<file path="src/rtl/panel_bin_loader.sv">
// Front-panel program loader: consumes a PAL BIN byte stream and replays
// it as switch/Load-PC/Deposit actions, then verifies the checksum.
module panel_bin_loader #(
  parameter int WORD_W = 12,
  parameter int HOLD_CYCLES = 10,
  parameter logic [WORD_W-1:0] START_PC = 12'o200,
  parameter bit AUTO_RUN = 1'b1
) (
  input  logic              clk,
  input  logic              btnCpuReset,
  input  logic              start,
  input  logic              byte_valid,
  input  logic [WORD_W/2+1:0] byte_data,
  output logic              byte_ready,
  input  logic              eof,
  output logic [WORD_W-1:0] sw_out,
  output logic              load_pc,
  output logic              deposit,
  output logic              run,
  output logic              busy,
  output logic              done,
  output logic              error,
  output logic [15:0]       words_loaded
);

  localparam int FIELD = WORD_W / 2;
  localparam int BYTE_W = FIELD + 2;

  typedef enum logic [3:0] {
    IDLE, LEADER, HI, LO, SETUP, PULSE,
    RELEASE, FINISH, RUN_ST, DONE, ERR
  } state_t;

  state_t state, state_n;

  logic [7:0]        cnt;
  logic [BYTE_W-1:0] hi;
  logic              pend;
  logic [BYTE_W-1:0] pend_hi;
  logic [BYTE_W-1:0] pend_lo;
  logic              act_org;
  logic              act_last;
  logic [WORD_W-1:0] sum;

  logic              accept;
  logic              mark;
  logic              hold_end;
  logic [WORD_W-1:0] pend_word;

  assign byte_ready = (state == LEADER) || (state == HI) || (state == LO);
  assign accept = byte_valid && byte_ready;
  assign mark = byte_data[BYTE_W-1];
  assign hold_end = (cnt == 8'(HOLD_CYCLES - 1));
  assign pend_word = {pend_hi[FIELD-1:0], pend_lo[FIELD-1:0]};

  assign load_pc = (state == PULSE) && act_org;
  assign deposit = (state == PULSE) && !act_org;

  always_comb begin
    state_n = state;
    unique case (state)
      IDLE, DONE, ERR: if (start) state_n = LEADER;
      LEADER: begin
        if (accept && !mark) state_n = LO;
        else if (!accept && eof) state_n = ERR;
      end
      HI: begin
        if (accept) state_n = mark ? FINISH : LO;
        else if (eof) state_n = FINISH;
      end
      LO: begin
        if (accept) state_n = mark ? ERR : (pend ? SETUP : HI);
        else if (eof) state_n = ERR;
      end
      SETUP: if (hold_end) state_n = PULSE;
      PULSE: if (hold_end) state_n = RELEASE;
      RELEASE: if (hold_end) state_n = act_last ? RUN_ST : HI;
      // Checksum frame must be a data frame equal to the running sum
      FINISH: begin
        if (pend && !pend_hi[FIELD] && pend_word == sum) state_n = SETUP;
        else state_n = ERR;
      end
      RUN_ST: state_n = DONE;
      default: state_n = IDLE;
    endcase
  end

  always_ff @(posedge clk) begin
    if (!btnCpuReset) begin
      state        <= IDLE;
      cnt          <= '0;
      hi           <= '0;
      pend         <= 1'b0;
      pend_hi      <= '0;
      pend_lo      <= '0;
      act_org      <= 1'b0;
      act_last     <= 1'b0;
      sum          <= '0;
      sw_out       <= '0;
      run          <= 1'b0;
      busy         <= 1'b0;
      done         <= 1'b0;
      error        <= 1'b0;
      words_loaded <= '0;
    end else begin
      state <= state_n;
      cnt <= (state_n == state) ? cnt + 8'd1 : 8'd0;
      unique case (state)
        IDLE, DONE, ERR: begin
          if (start) begin
            busy         <= 1'b1;
            done         <= 1'b0;
            error        <= 1'b0;
            run          <= 1'b0;
            words_loaded <= '0;
            sum          <= '0;
            pend         <= 1'b0;
            act_last     <= 1'b0;
          end else if (state == ERR) begin
            busy  <= 1'b0;
            error <= 1'b1;
            run   <= 1'b0;
          end
        end
        LEADER, HI: if (accept && !mark) hi <= byte_data;
        LO: begin
          if (accept && !mark) begin
            pend    <= 1'b1;
            pend_hi <= hi;
            pend_lo <= byte_data;
            // The previous frame is only now known not to be the checksum
            if (pend) begin
              sum     <= sum + WORD_W'(pend_hi) + WORD_W'(pend_lo);
              sw_out  <= pend_word;
              act_org <= pend_hi[FIELD];
            end
          end
        end
        PULSE: begin
          if (hold_end && !act_org && words_loaded != 16'hFFFF)
            words_loaded <= words_loaded + 16'd1;
        end
        FINISH: begin
          if (state_n == SETUP) begin
            sw_out   <= START_PC;
            act_org  <= 1'b1;
            act_last <= 1'b1;
          end
        end
        RUN_ST: begin
          run  <= AUTO_RUN;
          busy <= 1'b0;
          done <= 1'b1;
        end
        default: ;
      endcase
    end
  end

endmodule

</file>
<file path="config.mk">
export PLATFORM = sky130hd
export DESIGN_NAME = panel_bin_loader
export DESIGN_NICKNAME = d
export VERILOG_FILES = /design/src/rtl/panel_bin_loader.sv
export SDC_FILE = /design/constraint.sdc
export NUM_CORES = 1
export LEC_CHECK = 0
export ABC_AREA = 1
export CAP_MARGIN = 25
export CORE_MARGIN = 2
export CORE_UTILIZATION = 52
export CTS_CLUSTER_SIZE = 25
export DETAILED_ROUTE_END_ITERATION = 7
export GPL_TIMING_DRIVEN = 0
export PLACE_DENSITY = 0.74
export SLEW_MARGIN = 5
export SYNTH_ARGS = -nofsm -noshare
export SYNTH_HDL_FRONTEND = slang
export SYNTH_SLANG_ARGS = --single-unit
</file>
<file path="constraint.sdc">
create_clock -name clk -period 4.4 [get_ports clk]
set_clock_uncertainty 0.2 [all_clocks]
set_input_delay 1.1 -clock clk [delete_from_list [all_inputs] [get_ports clk]]
set_output_delay 1.1 -clock clk [all_outputs]
set_load 0.05 [all_outputs]
</file>
==> summary.md <==
| Metric | Value |
|---|---|
| Place WS | 1.014 ns |
| Final core area utilization | 0.6315 |
| First-pass GRT wire length | about 19 mm |
| Worst hold path type | reg2reg |
| Synthesized flop and latch total | a little over 80 |
| Multi-input logic area | approximately 2500 sq um |
| Avg Inst Size Synth | 6.958 sq um |
| Tcrit/Tclk final | 0.8557 |
| Asr flop ratio synth | 0 |
| Top cells by area, synth | dfxtp_1 37%, nand2_1 14%, a21oi_1 8.0%, nor2_1 6.9%, inv_1 5.5% |
| YS warnings | 0 |
| Synth unique cells | 36 |
| CTS tree | done |
| Levels on crit path | 6 |
| Setup_tns | 0 ns |
| Max clock buf depth | 2 |
| Endpoints failing setup | 0 |
| Boundary Pins | between 40 and 50 |
| Post-synthesis sequential area ratio | 0.3702 |
| Max_slew headroom | 0.5804 |
| M3 GR Usage | 0.03396 |
| Mapped Cells | ~650 |
| DRT Wirelength | between 10 and 15 mm |
| RSZ-0062 raised after global routing | false |
| Post-cts resize count | 0 |
| Syn_nets | 678 |
| Layout cells sized above 1 | 0.06365 |
| WP buf/inv | 3 |
| Cell taking the most area after synthesis | dfxtp_1 |
| Crit Path Max Fanout | 10 |
| Worst Path Arrival | around 2.5 ns |
| Slowest CP cell | clkdlybuf4s50_1 |
| Max-cap viol count | 0 |
| ANT nets after route | 0 |
| Data required time of the worst path | approximately 3.1 ns |
| Top delay family on crit path | buffers and inverters |
| Hold Crit Depth | 2 |
| Met1 usage | 0.3214 |
| Die H | ~97 microns |
| Setup crit end kind | primary output |
| Cells after DPL | 796 |
| Clk sink count | 83 |
| Site Rows | 33 |
| Max Slew Vio Count | 0 |
| Drt pass-1 iters | 5 |
| Worst setup SP type | flop |
| Layout overhead on the synthesized area | 16.78% |
| Share of the synthesized area in the top cell type | 0.3702 |
| Initial antenna violation count | 0 |
| Worst path max stage delay | around 0.82 ns |
| DIE AREA | 9390 sq um |
| PwrDens | just over 400 nW/um^2 |
| RePlAce Congestion | between 0.9 and 1 |
| Core area | 8299 sq um |
| DRC | 0 |
| Hpwl dp | approximately 8.5 mm |
| VDD IR-drop max | 0.0002665 V |
| GRT busiest layer | met2 |
| # H-tree levels | 3 |
| Min Clock Period, post-route | about 3.8 ns |
| Seq. cell area | roughly 1700 sq um |
| Cell mode on critical path | nor2_1 |
| Post-synth EDFFs | 0 |
| Avg Vias per Cell | around 5.2 |
| Vias | 4254 |
| Port buffer count | 46 |
| Die width | 96.90 microns |
| Cts hold-fix bufs | 0 |
| Vias in the first global route | roughly 4000 |
| Register-to-Register Path Depth | 11 |
| Drt wl/cell | approximately 13 microns |
| Post-synth top flop | dfxtp_1 |
| Clk root buf | clkbuf_8 |
| Largest net degree at the start of global routing | 14 |
| Critical-path cell list | inv_1 -> nor2_1 -> nand2_4 -> clkbuf_1 -> nor2_1 -> clkdlybuf4s50_1 |
| Reg clk slew, reported paths | roughly 0.080 ns |
| Most frequent cell after synthesis | nand2_1 |
| Initial DRC count | between 150 and 200 |
| Total GRT Usage | 0.2381 |
| Hold Fails Final Rpt | 0 |
| PnR worst setup slack | approximately 0.63 ns |
| Total gr overflow | 0 |
| Final Non-Filler Cells | about 800 |
| Cell area after synthesis | between 4000 and 5000 sq um |
| Critical path class | reg2out |
| Met2 usage | 0.3926 |
| Layout net count | about 740 |
| Fill cells | 784 |
| Setup bufs post-CTS | 0 |
| Most instantiated cells after synthesis | 162 x nand2_1, 83 x dfxtp_1, 83 x nor2_1 |
| FMAX | ~270 MHz |
| CTS buffer count | 9 |
| Worst-Skew Late Latency | ~0.36 ns |
| Initial core utilization | 0.5408 |
| Outcome | completed |
| Slew @ Worst Pin | about 0.63 ns |
| Diodes inserted | 0 |
| Lkg Pwr | approximately 2.2 nW |
[layout make-up]
cell class	count	area share
Inverter	75	0.05467
Clock inverter	5	0.005729
Sequential cell	83	0.3170
Tap cell	105	0.02507
Timing Repair Buffer	46	0.08785
Multi-Input combinational cell	471	0.4700
Clock buffer	11	0.02507
Buffer	16	0.01456
[cell usage in the layout (no fill, tap or decap), drive strengths merged, types with 3 or more instances in the layout]
cell type,Yosys,routed
nand3,34,34
buf,5,5
nor3,4,4
xnor2,5,5
nand4,10,10
xor2,12,12
ha,11,11
dfxtp,83,83
nor4,3,3
clkdlybuf4s50,0,46
a21oi,73,73
nand2,171,171
clkinv,0,3
fa,9,9
clkbuf,11,22
o21ai,39,39
inv,75,75
nor2,87,87
[cell families after synthesis]
logic type                 share of synthesized area
buffers and inverters                        0.08085
and+or+nand+nor                               0.3025
xor gates and xnor gates                     0.03317
adders and majority gates                    0.07081
AOI/OAI and AO/OA                             0.1425
DFF                                           0.3702
[registers in the layout (all words and copies together) (netlist names), 4 cells and up]
register,flops
sw_out,12
cnt,8
pend_hi,8
pend_lo,8
state,4
sum,12
hi,8
words_loaded,16
[routing by layer]
layer	up-vias	wire length [microns]	share of wire
li1	2187	-	-
met1	1951	5260	0.48
met2	96	4998	0.46
met3	20	411	0.038
met4	0	197	0.018
met5	-	0	0
[stage by stage]
step | cell area [sq um] | hold WS, ns | power (mW)
after floorplan | 4488 | 0.2155 | 1.500
after global placement | 5080 | 0.2234 | 1.696
after detailed placement | 5080 | 0.2472 | 1.707
after CTS | 5241 | 0.2593 | 2.188
after global routing | 5241 | 0.2805 | 2.324
final | 5241 | 0.2547 | 2.179
[tightest hold or removal path, stage by stage, from the launching register on]
cell and delay, ns:
dfxtp_1 0.33, nand2_1 0.06, nor2_1 0.03
[final timing paths]
kind | start | endpoint | slack [ns]
hold / removal | pend_lo[7] | pend_lo[7] | 0.25
setup reg to reg | pend_hi[1] | sum[7] | 1.48
setup / recovery | state[0] | load_pc | 0.63
hold reg to reg | pend_lo[7] | pend_lo[7] | 0.25
[power breakdown]
group	switching, mW	leakage (nW)	internal (mW)
clock network	0.280	0.0791	0.203
logic	0.569	1.41	0.259
registers	0.0569	0.671	0.812
No activity file was read; power rests on OpenSTA's default activity.
